### src/rtl/rv_mem_arbiter.sv
// Arbiter sharing one single-port synchronous-read memory between instruction
// fetch, data load/store and a word-write loader. It grants one requester per
// cycle, returns read data one cycle after the grant, and bounds fetch waiting
// with a saturating starvation counter.
module rv_mem_arbiter #(
   parameter int MEM_SIZE_WORDS = 256,
   parameter int MEM_AW         = $clog2(MEM_SIZE_WORDS),
   parameter int STARVE_LIMIT   = 4
) (
   input  logic              clk,
   input  logic              rst_n,
   input  logic              if_req,
   input  logic [31:0]       if_addr,
   output logic              if_gnt,
   output logic              if_rvalid,
   output logic [31:0]       if_rdata,
   input  logic              d_req,
   input  logic              d_we,
   input  logic [3:0]        d_byte_en,
   input  logic [31:0]       d_addr,
   input  logic [31:0]       d_wdata,
   output logic              d_gnt,
   output logic              d_rvalid,
   output logic [31:0]       d_rdata,
   input  logic              ld_req,
   input  logic [31:0]       ld_addr,
   input  logic [31:0]       ld_wdata,
   output logic              ld_gnt,
   output logic              mem_en,
   output logic              mem_we,
   output logic [3:0]        mem_byte_en,
   output logic [MEM_AW-1:0] mem_addr,
   output logic [31:0]       mem_wdata,
   input  logic [31:0]       mem_rdata
);

   localparam logic [3:0] LIMIT = 4'(STARVE_LIMIT);

   typedef enum logic [1:0] {
      OWN_NONE,
      OWN_FETCH,
      OWN_DATA
   } owner_t;

   owner_t     rd_owner_q;
   owner_t     rd_owner_d;
   logic [3:0] starve_cnt;
   logic [3:0] starve_cnt_d;
   logic       promote;

   // Byte-offset bits and bits above the memory depth are dropped (address wraps).
   logic unused_addr_bits;
   assign unused_addr_bits = ^{if_addr, d_addr, ld_addr};

   // Grant selection: loader always wins; fetch jumps ahead of data once starved.
   always_comb begin
      ld_gnt  = 1'b0;
      d_gnt   = 1'b0;
      if_gnt  = 1'b0;
      promote = (starve_cnt == LIMIT);
      if (rst_n) begin
         if (ld_req) begin
            ld_gnt = 1'b1;
         end else if (promote && if_req) begin
            if_gnt = 1'b1;
         end else if (d_req) begin
            d_gnt = 1'b1;
         end else if (if_req) begin
            if_gnt = 1'b1;
         end
      end
   end

   // Memory port drive for whichever requester holds the grant; idle is all zero.
   always_comb begin
      mem_en      = 1'b0;
      mem_we      = 1'b0;
      mem_byte_en = '0;
      mem_addr    = '0;
      mem_wdata   = '0;
      if (ld_gnt) begin
         mem_en      = 1'b1;
         mem_we      = 1'b1;
         mem_byte_en = '1;
         mem_addr    = ld_addr[MEM_AW+1:2];
         mem_wdata   = ld_wdata;
      end else if (d_gnt) begin
         mem_en      = 1'b1;
         mem_we      = d_we;
         mem_byte_en = d_byte_en;
         mem_addr    = d_addr[MEM_AW+1:2];
         mem_wdata   = d_wdata;
      end else if (if_gnt) begin
         mem_en      = 1'b1;
         mem_we      = 1'b0;
         mem_byte_en = '1;
         mem_addr    = if_addr[MEM_AW+1:2];
      end
   end

   // Next read owner and next starvation count.
   always_comb begin
      rd_owner_d   = OWN_NONE;
      starve_cnt_d = '0;
      if (if_gnt) begin
         rd_owner_d = OWN_FETCH;
      end else if (d_gnt && !d_we) begin
         rd_owner_d = OWN_DATA;
      end
      if (if_req && !if_gnt) begin
         starve_cnt_d = (starve_cnt >= LIMIT) ? LIMIT : starve_cnt + 4'd1;
      end
   end

   // State registers; reset discards any read still in flight.
   always_ff @(posedge clk or negedge rst_n) begin
      if (!rst_n) begin
         rd_owner_q <= OWN_NONE;
         starve_cnt <= '0;
      end else begin
         rd_owner_q <= rd_owner_d;
         starve_cnt <= starve_cnt_d;
      end
   end

   // Read return routed to the owner of last cycle's read; the other side sees zero.
   always_comb begin
      if_rvalid = (rd_owner_q == OWN_FETCH);
      d_rvalid  = (rd_owner_q == OWN_DATA);
      if_rdata  = '0;
      d_rdata   = '0;
      if (if_rvalid) begin
         if_rdata = mem_rdata;
      end
      if (d_rvalid) begin
         d_rdata = mem_rdata;
      end
   end

endmodule
### config.mk
export PLATFORM = sky130hd
export DESIGN_NAME = rv_mem_arbiter
export DESIGN_NICKNAME = d
export VERILOG_FILES = /design/src/rtl/rv_mem_arbiter.sv
export SDC_FILE = /design/constraint.sdc
export NUM_CORES = 1
export LEC_CHECK = 0
export BUFFER_PORTS_ARGS = -buffer_cell sky130_fd_sc_hd__clkbuf_2
export CORE_AREA = 2 2 125 127
export CTS_CLUSTER_DIAMETER = 80
export DETAILED_ROUTE_END_ITERATION = 7
export DIE_AREA = 0 0 127 129
export GPL_TIMING_DRIVEN = 1
export SYNTH_ARGS = -nofsm -noshare
export SYNTH_HDL_FRONTEND = slang
export SYNTH_SLANG_ARGS = --single-unit
### constraint.sdc
create_clock -name clk -period 3.25 [get_ports clk]
set_input_delay 0.65 -clock clk [delete_from_list [all_inputs] [get_ports clk]]
set_output_delay 0.65 -clock clk [all_outputs]
set_load 0.01 [all_outputs]
==> summary.md, run 1 <==
| Metric | Value |
|---|---|
| Crit share post-route | 0.815 |
| Initial antenna violation count | 0 |
| Pwr dens | 177 mW/mm^2 |
| Comb pwr share | 0.518 |
| Most used routing layer | met2 |
| Power Internal | 0.382 mW |
| Nets | 696 |
| Status | complete, no violations |
| R2R Path End | rd_owner_q[1] |
| Die area | 0.0164 mm^2 |
| Net Count, Synth | 468 |
| Area delta synth->final | 84.6% |
| Largest net degree at the start of global routing | 46 |
| Die Wd | 127 um |
| Worst-path clk slew | 0.03 ns |
| Worst VDD drop | 0.177 mV |
| HP Class | in2async |
| First-pass GRT wire length | 12,000 um |
| Setup-failing EPs final | 0 |
| ANT nets after route | 0 |
| Starting Density | 0.117 |
| Crit path buffers/inverters | 2 |
| Commonest non-fill, non-tap cell in the layout | clkbuf_2 |
| Syn avg cell area | 6.64 um^2 |
| Cell Chain, Critical Path | inv_1 > ha_1 > nand4b_2 > o21ai_0 > o31a_1 > clkbuf_2 |
| Input/output buffers | 244 |
| Clk root buf | clkbuf_16 |
| Library cells used by synthesis | 27 |
| CTS resizes | 0 |
| Drt drc | 0 |
| Max Buffers Root-to-Sink | 2 |
| Unrepaired setup endpoints after global routing | no |
| CTS buffer count | 3 |
| Share of post-route cells with drive strength above 1 | 0.529 |
| Slew HR | 0.417 |
| Routability cong. | 0.715 |
| Crit path DAT | 2.00 ns |
| Clock power frac | 0.342 |
| Clock Latency Late Sink | 0.23 ns |
| Met2 usage | 0.186 |
| Tot Pwr | 0.573 mW |
| Vias/cell | 4.07 |
| Share of power burned in registers | 0.141 |
| Commonest cells after routing, fill and taps aside | clkbuf_2, and2_1, nand2_1, nand4b_1, a21boi_0 |
| NetSw | 0.192 mW |
| GRT Total Usage | 0.0915 |
| Element type at the critical path end | primary output |
| Top cell type by total area after synthesis | and2_1 |
| Synthesis warning total | 0 |
| CTS Sinks | 6 |
| Max incr delay on CP | 0.41 ns |
| Leak | 1.76 nW |
| Critical Path Source Type | register |
| Slew Viols, Final | 0 |
| Max Clock Freq | 378 MHz |
| Die Ht | 129 um |
| Largest cells by area after synthesis | and2_1, nand4b_1, a21boi_0, nand2_1, dfrtp_1 |
| Total Wirelength | 8440 um |
| Switching share of power | 0.335 |
| CTS tree | yes |
| IO Pins | 317 |
| Drt first pass iters | 5 |
| Dpl hpwl | 7140 um |
| Setup repair bufs after CTS | 0 |
| Synth top area share | 0.232 |
| Reg-to-reg setup timing slack | 1.59 ns |
| Grt ovf | 0 |
| Final hold vios | 0 |
| Crit-path max FO | 9 |
| Mapped Cells | 264 |
| CP max stage cell | o31a_1 |
| Row count | 45 |
| Cell area after synthesis | 0.00175 mm^2 |
| DR iter-0 viols | 149 |
| R2r startpoint | starve_cnt[0] |
| Crit path kind | reg2out |
| Setup TNS | 0 ns |
| Max Clock Skew | 0.00164 ns |
| Max Cap Viol | 0 |
| Routing usage on met1 | 0.103 |
| Delay-heaviest family, CP | compound AO/OA/AOI/OAI gates |
| DR WL/cell | 12.4 um |
| Final Critical Period | 2.65 ns |
| Via count | 2,761 |
| Sequential fraction of the synthesis area | 0.0857 |
| Hold-fix buffers, CTS | 0 |
| Worst path required time | 2.60 ns |
| Core footprint | 0.0150 mm^2 |
| R2R cell count | 6 |
| Met3 Usage GRT | 0.0146 |
| Tightest Pin Transition | 0.865 ns |
| H-tree depth | 1 |
| Yosys reg bits | 6 |
| Vias in the first global route | 2,319 |
| Ant diodes | 0 |
logic make-up (layout without fill, tap and decap cells):
| kind of cell | count (synthesis) | count (layout) | share of synthesized area |
|---|---|---|---|
| other cells | 1 | 1 | 0.00214 |
| simple gates | 168 | 168 | 0.579 |
| buf+inv | 35 | 261 | 0.0957 |
| fa+ha+maj | 2 | 2 | 0.0143 |
| compound gates | 52 | 52 | 0.224 |
| flops | 6 | 6 | 0.0857 |
per-layer routing:
| layer | part of all wire | vias up | wire length (um) |
|---|---|---|---|
| met5 | 0 | - | 0 |
| met4 | 0.0037 | 0 | 31 |
| met3 | 0.092 | 2 | 775 |
| met2 | 0.52 | 167 | 4430 |
| met1 | 0.38 | 1222 | 3200 |
| li1 | - | 1370 | - |
through the flow:
step	utilization	cell area [um^2]	setup slack, ns	hold slack (ns)	cells
4_1_cts	0.216	3230	0.531	0.417	678
3_5_place_dp	0.211	3160	0.554	0.561	675
5_1_grt	0.216	3230	0.436	0.440	678
2_1_floorplan	-	1750	1.13	0.354	264
6_report	0.216	3230	0.602	0.411	678
3_3_place_gp	0.211	3160	0.525	0.546	675
final cells by class:
class | count | area [um^2]
sequential | 6 | 150
timing repair buffer | 255 | 1330
tap | 188 | 235
multi-input combinational | 223 | 1430
fill | 1712 | 11700
inverter | 3 | 11.3
clock buffer | 3 | 75.1
state kept, by name, summed over array words and instances, names as in the netlist:
name        flops
starve_cnt      4
rd_owner_q      2
power by group through the flow:
stage / clock network, mW / logic, mW / registers (mW)
detailed placement: 0 / 0.300 / 0.0816
finish: 0.196 / 0.297 / 0.0807
floorplan: 0 / 0.142 / 0.0811
global placement: 0 / 0.298 / 0.0814
global route: 0.203 / 0.329 / 0.0814
CTS: 0.199 / 0.301 / 0.0808
cells in the mapped netlist:
cell	n
nor2_1	2
o2111a_1	1
a21boi_0	32
nand4_1	8
o21ai_0	1
a21oi_1	2
a31oi_1	1
o31a_1	5
nand4b_1	32
nand2b_1	1
o31ai_1	1
buf_6	1
buf_4	5
clkbuf_1	18
nand2_1	48
dfrtp_1	6
nor2b_1	5
inv_1	3
buf_2	8
and3_1	5
ha_1	2
nand4b_2	1
o211ai_1	8
nand3_1	1
and2_1	65
o21a_1	1
conb_1	1
how the worst max path moves through the flow:
stage	from	endpoint	slack [ns]	cells after the start
after global routing	ld_req	mem_addr[1]	0.44	6
after floorplan	ld_req	mem_addr[0]	1.13	6
after detailed placement	d_req	mem_byte_en[1]	0.55	4
after CTS	starve_cnt[0]	mem_byte_en[1]	0.53	6
after global placement	d_req	mem_byte_en[1]	0.53	4
final	starve_cnt[0]	mem_byte_en[1]	0.60	6
worst register-to-register path: stages, from the launching register on:
cell and delay (ns):
dfrtp_1 0.38, inv_1 0.08, ha_1 0.16, nand4b_2 0.28, buf_12 0.27, and3_1 0.21, nor2b_1 0.15
Note: power is estimated with default switching activity, not from simulation.
==> run 2, diff against run 1 <==
CORE_AREA = 2 2 122 124   (was 2 2 125 127)
DIE_AREA = 0 0 124 126   (was 0 0 127 129)
clock period = 2.5 ns   (was 3.25 ns; I/O delays follow)
==> run 2 against run 1 <==
Sequential share of layout area is essentially flat. First-iteration DRC count shrank 26%. Utilization is 1.2 points higher. Worst hold slack got worse by 0.14 ns. Combinational power rose by 33%. Clock-buffer cell count unchanged. Clock skew fell by 0.00069 ns. Total power increased by 31%. Clock power up 29%. Global-route usage is 0.69 points higher. Non-clock buffer count up 2. Via count about the same.
==> summary.md, run 2 (synthesis results as in run 1) <==
| Metric | Value |
|---|---|
| CTS tree | yes |
| Share of post-route cells with drive strength above 1 | 0.530 |
| Setup repair bufs after CTS | 0 |
| Commonest cells after routing, fill and taps aside | clkbuf_2, and2_1, nand2_1, nand4b_1, a21boi_0 |
| Die area | 0.0156 mm^2 |
| H-tree depth | 1 |
| Leak | 1.78 nW |
| Slew Viols, Final | 0 |
| IO Pins | 317 |
| DR WL/cell | 12.4 um |
| Final hold vios | 0 |
| Nets | 698 |
| Grt ovf | 0 |
| ANT nets after route | 0 |
| Crit-path max FO | 14 |
| Share of power burned in registers | 0.140 |
| Tot Pwr | 0.753 mW |
| Starting Density | 0.122 |
| Clock Latency Late Sink | 0.22 ns |
| Cell Chain, Critical Path | inv_1 > ha_1 > nand4b_4 > buf_4 > and3_1 > o31a_1 > clkbuf_2 |
| Clock power frac | 0.336 |
| NetSw | 0.251 mW |
| Dpl hpwl | 7040 um |
| Max Buffers Root-to-Sink | 2 |
| Element type at the critical path end | primary output |
| Input/output buffers | 244 |
| Comb pwr share | 0.523 |
| Crit path DAT | 1.86 ns |
| First-pass GRT wire length | 12,400 um |
| Max Clock Skew | 0.000942 ns |
| CTS resizes | 0 |
| Pwr dens | 230 mW/mm^2 |
| Max Clock Freq | 424 MHz |
| DR iter-0 viols | 111 |
| Max Cap Viol | 0 |
| CTS Sinks | 6 |
| Core footprint | 0.0143 mm^2 |
| Crit path buffers/inverters | 3 |
| Die Wd | 124 um |
| Initial antenna violation count | 0 |
| Worst path required time | 2.00 ns |
| Setup TNS | 0 ns |
| Power Internal | 0.502 mW |
| Largest net degree at the start of global routing | 47 |
| Delay-heaviest family, CP | buffers and inverters |
| Reg-to-reg setup timing slack | 0.92 ns |
| Row count | 44 |
| Critical Path Source Type | register |
| Vias/cell | 4.08 |
| Area delta synth->final | 86.4% |
| CP max stage cell | dfrtp_1 |
| Vias in the first global route | 2,609 |
| Drt first pass iters | 4 |
| Routability cong. | 0.718 |
| Top flop regs | starve_cnt: 4 flops, rd_owner_q: 2 flops |
| Worst VDD drop | 0.151 mV |
| Clk root buf | clkbuf_16 |
| Via count | 2,760 |
| Multi-input logic area | 0.00144 mm^2 |
| Die Ht | 126 um |
| Total Wirelength | 8390 um |
| Final Critical Period | 2.36 ns |
| GRT Total Usage | 0.0984 |
| Max FFs per register | 4 |
| Unrepaired setup endpoints after global routing | no |
| CTS buffer count | 3 |
| Ant diodes | 0 |
| Crit path kind | reg2out |
| Commonest non-fill, non-tap cell in the layout | clkbuf_2 |
| Crit share post-route | 0.943 |
| Status | complete, no violations |
| Max incr delay on CP | 0.38 ns |
| Worst-path clk slew | 0.03 ns |
| Switching share of power | 0.333 |
| Register area | 150 um^2 |
| HP Class | in2async |
| Fillers | 1,622 |
| Top reg by flops | starve_cnt |
| Drt drc | 0 |
| Hold-fix buffers, CTS | 0 |
| Setup-failing EPs final | 0 |
run 2: worst register-to-register path, cell delays in order, from the launching register on:
cell      delay (ns)
dfrtp_1         0.35
inv_1           0.07
ha_1            0.24
nand4b_4        0.15
buf_12          0.20
and3_1          0.20
nor2b_1         0.26
run 2: power groups by stage:
stage | combinational [mW] | sequential, mW | clock [mW]
after floorplan | 0.185 | 0.105 | 0
after global placement | 0.394 | 0.106 | 0
after detailed placement | 0.398 | 0.106 | 0
after CTS | 0.399 | 0.105 | 0.259
after global routing | 0.442 | 0.106 | 0.267
final | 0.394 | 0.106 | 0.253
run 2: per-layer routing:
layer  up-vias  wire [um]  GRT usage
met1      1220       3240      0.106
met5         -          0          0
met3         2        837     0.0131
met2       161       4300      0.201
met4         0         14     0.0139
li1       1377          -          -
run 2: area by class of cell:
cell class | count | area share
multi-input cells | 223 | 0.442
repair buffers | 257 | 0.415
well taps | 184 | 0.0705
flip-flops and latches | 6 | 0.0460
clock buffers | 3 | 0.0230
inverters | 3 | 0.00345
run 2: through the flow:
| step | cells | setup WS [ns] | util | hold slack (ns) | instance area, um^2 |
|---|---|---|---|---|---|
| 2_1_floorplan | 264 | 0.647 | - | 0.204 | 1750 |
| 3_3_place_gp | 673 | 0.253 | 0.222 | 0.519 | 3180 |
| 3_5_place_dp | 673 | 0.265 | 0.222 | 0.508 | 3180 |
| 4_1_cts | 676 | 0.0501 | 0.228 | 0.275 | 3260 |
| 5_1_grt | 676 | 0.0348 | 0.228 | 0.294 | 3270 |
| 6_report | 676 | 0.142 | 0.228 | 0.270 | 3270 |
run 2: path summary, 6_finish.rpt:
kind / startpoint / end / cells past startpoint
max: starve_cnt[0] / mem_byte_en[3] / 7
min: rst_n / rd_owner_q[1] / 2
max reg2reg: starve_cnt[0] / rd_owner_q[1] / 6
min reg2reg: starve_cnt[0] / starve_cnt[0] / 2
max in group asynchronous: rst_n / starve_cnt[3] / 2
min in group clk: d_we / rd_owner_q[1] / 2
==> run 3, diff against run 2 <==
TNS_END_PERCENT = 50   (was unset)
clock period = 2.2 ns   (was 2.5 ns; I/O delays follow)
==> run 3 against run 2 <==
Clock power increased by 15%. Global-route usage grew 0.19 points. Utilization increased by 1.2 points. Total power is 18% higher. Wire length rose by 1.7%. Clock skew is 0.0012 ns higher. Sequential cell count unchanged. Largest power group unchanged. Combinational power up 21%. Highest routed layer unchanged.
==> summary.md, run 3 (synthesis results as in run 1) <==
| Metric | Value |
|---|---|
| First-pass GRT wire length | 12,400 um |
| Worst-path clk slew | 0.03 ns |
| Crit path DAT | 1.76 ns |
| Total Wirelength | 8530 um |
| Die area | 0.0156 mm^2 |
| Element type at the critical path end | primary output |
| H-tree depth | 1 |
| Critical Path Source Type | register |
| Crit share post-route | 0.999 |
| Status | complete, no violations |
| Clk root buf | clkbuf_16 |
| Hold slack | 0.218 ns |
| Top metal layer carrying routed signals | met4 |
| Crit path kind | reg2out |
| NetSw | 0.294 mW |
| Pwr dens | 258 mW/mm^2 |
| Initial antenna violation count | 0 |
| Drt drc | 0 |
| Max Clock Freq | 455 MHz |
| Die Wd | 124 um |
| Max Buffers Root-to-Sink | 2 |
| Met3 wire len | 870 um |
| Input/output buffers | 244 |
| Commonest non-fill, non-tap cell in the layout | clkbuf_2 |
| Cells after DPL | 674 |
| CTS buffer count | 3 |
| Cell Chain, Critical Path | inv_2 > ha_4 > nand4b_4 > buf_12 > and3_1 > o31a_1 > clkbuf_2 |
| ANT nets after route | 0 |
| Max Cap Viol | 0 |
| CTS tree | yes |
| Worst path required time | 1.76 ns |
| Max FFs per register | 4 |
| Routed length on met2 | 4250 um |
| Leak | 1.88 nW |
| Comb pwr share | 0.537 |
| Starting Density | 0.122 |
| Commonest cells after routing, fill and taps aside | clkbuf_2, and2_1, nand2_1, nand4b_1, buf_4 |
| Final Util | 0.240 |
| Grt ovf | 0 |
| Top flop regs | starve_cnt: 4 flops, rd_owner_q: 2 flops |
| Final hold vios | 0 |
| Dpl hpwl | 6830 um |
| Unrepaired setup endpoints after global routing | yes |
| Fillers | 1,601 |
| Share of post-route cells with drive strength above 1 | 0.557 |
| Max incr delay on CP | 0.38 ns |
| Area delta synth->final | 96.4% |
| Nets | 712 |
| Top reg by flops | starve_cnt |
| Share of power burned in registers | 0.135 |
| Die Ht | 126 um |
| DRT met1 WL | 3390 um |
| Vias in the first global route | 2,571 |
| Core footprint | 0.0143 mm^2 |
| DR WL/cell | 12.4 um |
| Drt first pass iters | 4 |
| Crit-path max FO | 7 |
| CP max stage cell | dfrtp_1 |
| CTS Sinks | 6 |
| GRT Total Usage | 0.100 |
| Setup-failing EPs final | 0 |
| Switching share of power | 0.331 |
| Ant diodes | 0 |
| IO Pins | 317 |
| Final Critical Period | 2.20 ns |
| Tot Pwr | 0.888 mW |
| Worst VDD drop | 0.150 mV |
| Via count | 2,793 |
| Finished Layout Cells | 690 |
| Power Internal | 0.594 mW |
| HP Class | in2async |
| Clock power frac | 0.328 |
| Clock Latency Late Sink | 0.23 ns |
| DR iter-0 viols | 72 |
| Row count | 44 |
| Routability cong. | 0.715 |
| Largest net degree at the start of global routing | 51 |
| Placed Area | 0.00320 mm^2 |
| Vias/cell | 4.05 |
| Post-route cell area | 0.00344 mm^2 |
| Max Clock Skew | 0.00214 ns |
| Slew Viols, Final | 0 |
| Hold-fix buffers, CTS | 0 |
run 3: cell count changes in the layout (fill, tap and decap cells not counted), sizes merged:
cell and change:
bufbuf +1, buf +14, clkbuf -1
run 3: stage by stage:
stage | TNS, ns | setup slack, ns
after global placement | 0 | 0.103
final | 0 | 0.00263
after detailed placement | 0 | 0.0979
after global routing | -1.06 | -0.0695
after CTS | -0.0501 | -0.0190
after floorplan | 0 | 0.407
run 3: power groups by stage:
| stage | Clock [mW] | Sequential (mW) | Combinational [mW] |
|---|---|---|---|
| after floorplan | 0 | 0.120 | 0.210 |
| after global placement | 0 | 0.120 | 0.451 |
| after detailed placement | 0 | 0.121 | 0.453 |
| final | 0.292 | 0.120 | 0.476 |
| after CTS | 0.301 | 0.120 | 0.478 |
| after global routing | 0.306 | 0.121 | 0.534 |
run 3: per-layer routing:
layer / vias up / global-route usage
met2: 163 / 0.196
li1: 1402 / -
met5: - / 0
met4: 0 / 0.0139
met1: 1226 / 0.114
met3: 2 / 0.0163
run 3: what timing repair did:
| item | 4_1_cts | 5_1_grt |
|---|---|---|
| gates cloned | 1 | 0 |
| setup buffers | 9 | 3 |
| endpoints found under the setup margin | 14 | 37 |
| resized for setup | 8 | 15 |
| pin swaps | 1 | 0 |
run 3: worst paths after layout:
| path | from | to | slack (ns) | depth (start not counted) |
|---|---|---|---|---|
| setup / recovery | starve_cnt[0] | mem_byte_en[1] | 0.003 | 7 |
| hold / removal | rst_n | starve_cnt[2] | 0.22 | 2 |
| setup reg to reg | starve_cnt[0] | rd_owner_q[1] | 0.71 | 6 |
| hold reg to reg | starve_cnt[3] | starve_cnt[1] | 0.60 | 3 |
| max in group asynchronous | rst_n | rd_owner_q[1] | 1.78 | 2 |
| min in group clk | d_we | rd_owner_q[1] | 0.45 | 2 |
run 3: cell type report:
| class | instances | area (um^2) | area share |
|---|---|---|---|
| clock buffer | 3 | 75.1 | 0.0218 |
| inverter | 3 | 11.3 | 0.00327 |
| multi-input combinational | 223 | 1470 | 0.427 |
| sequential | 6 | 150 | 0.0437 |
| tap | 184 | 230 | 0.0669 |
| timing repair buffer | 271 | 1500 | 0.437 |
run 3: critical path: cells and delay by family, from the launching register on:
family	cells	cell delay, ns
buffers and inverters	3	0.43
adder cells (fa/ha/maj)	1	0.14
flip-flops	1	0.38
AO/OA/AOI/OAI	1	0.23
AND/OR/NAND/NOR	2	0.36
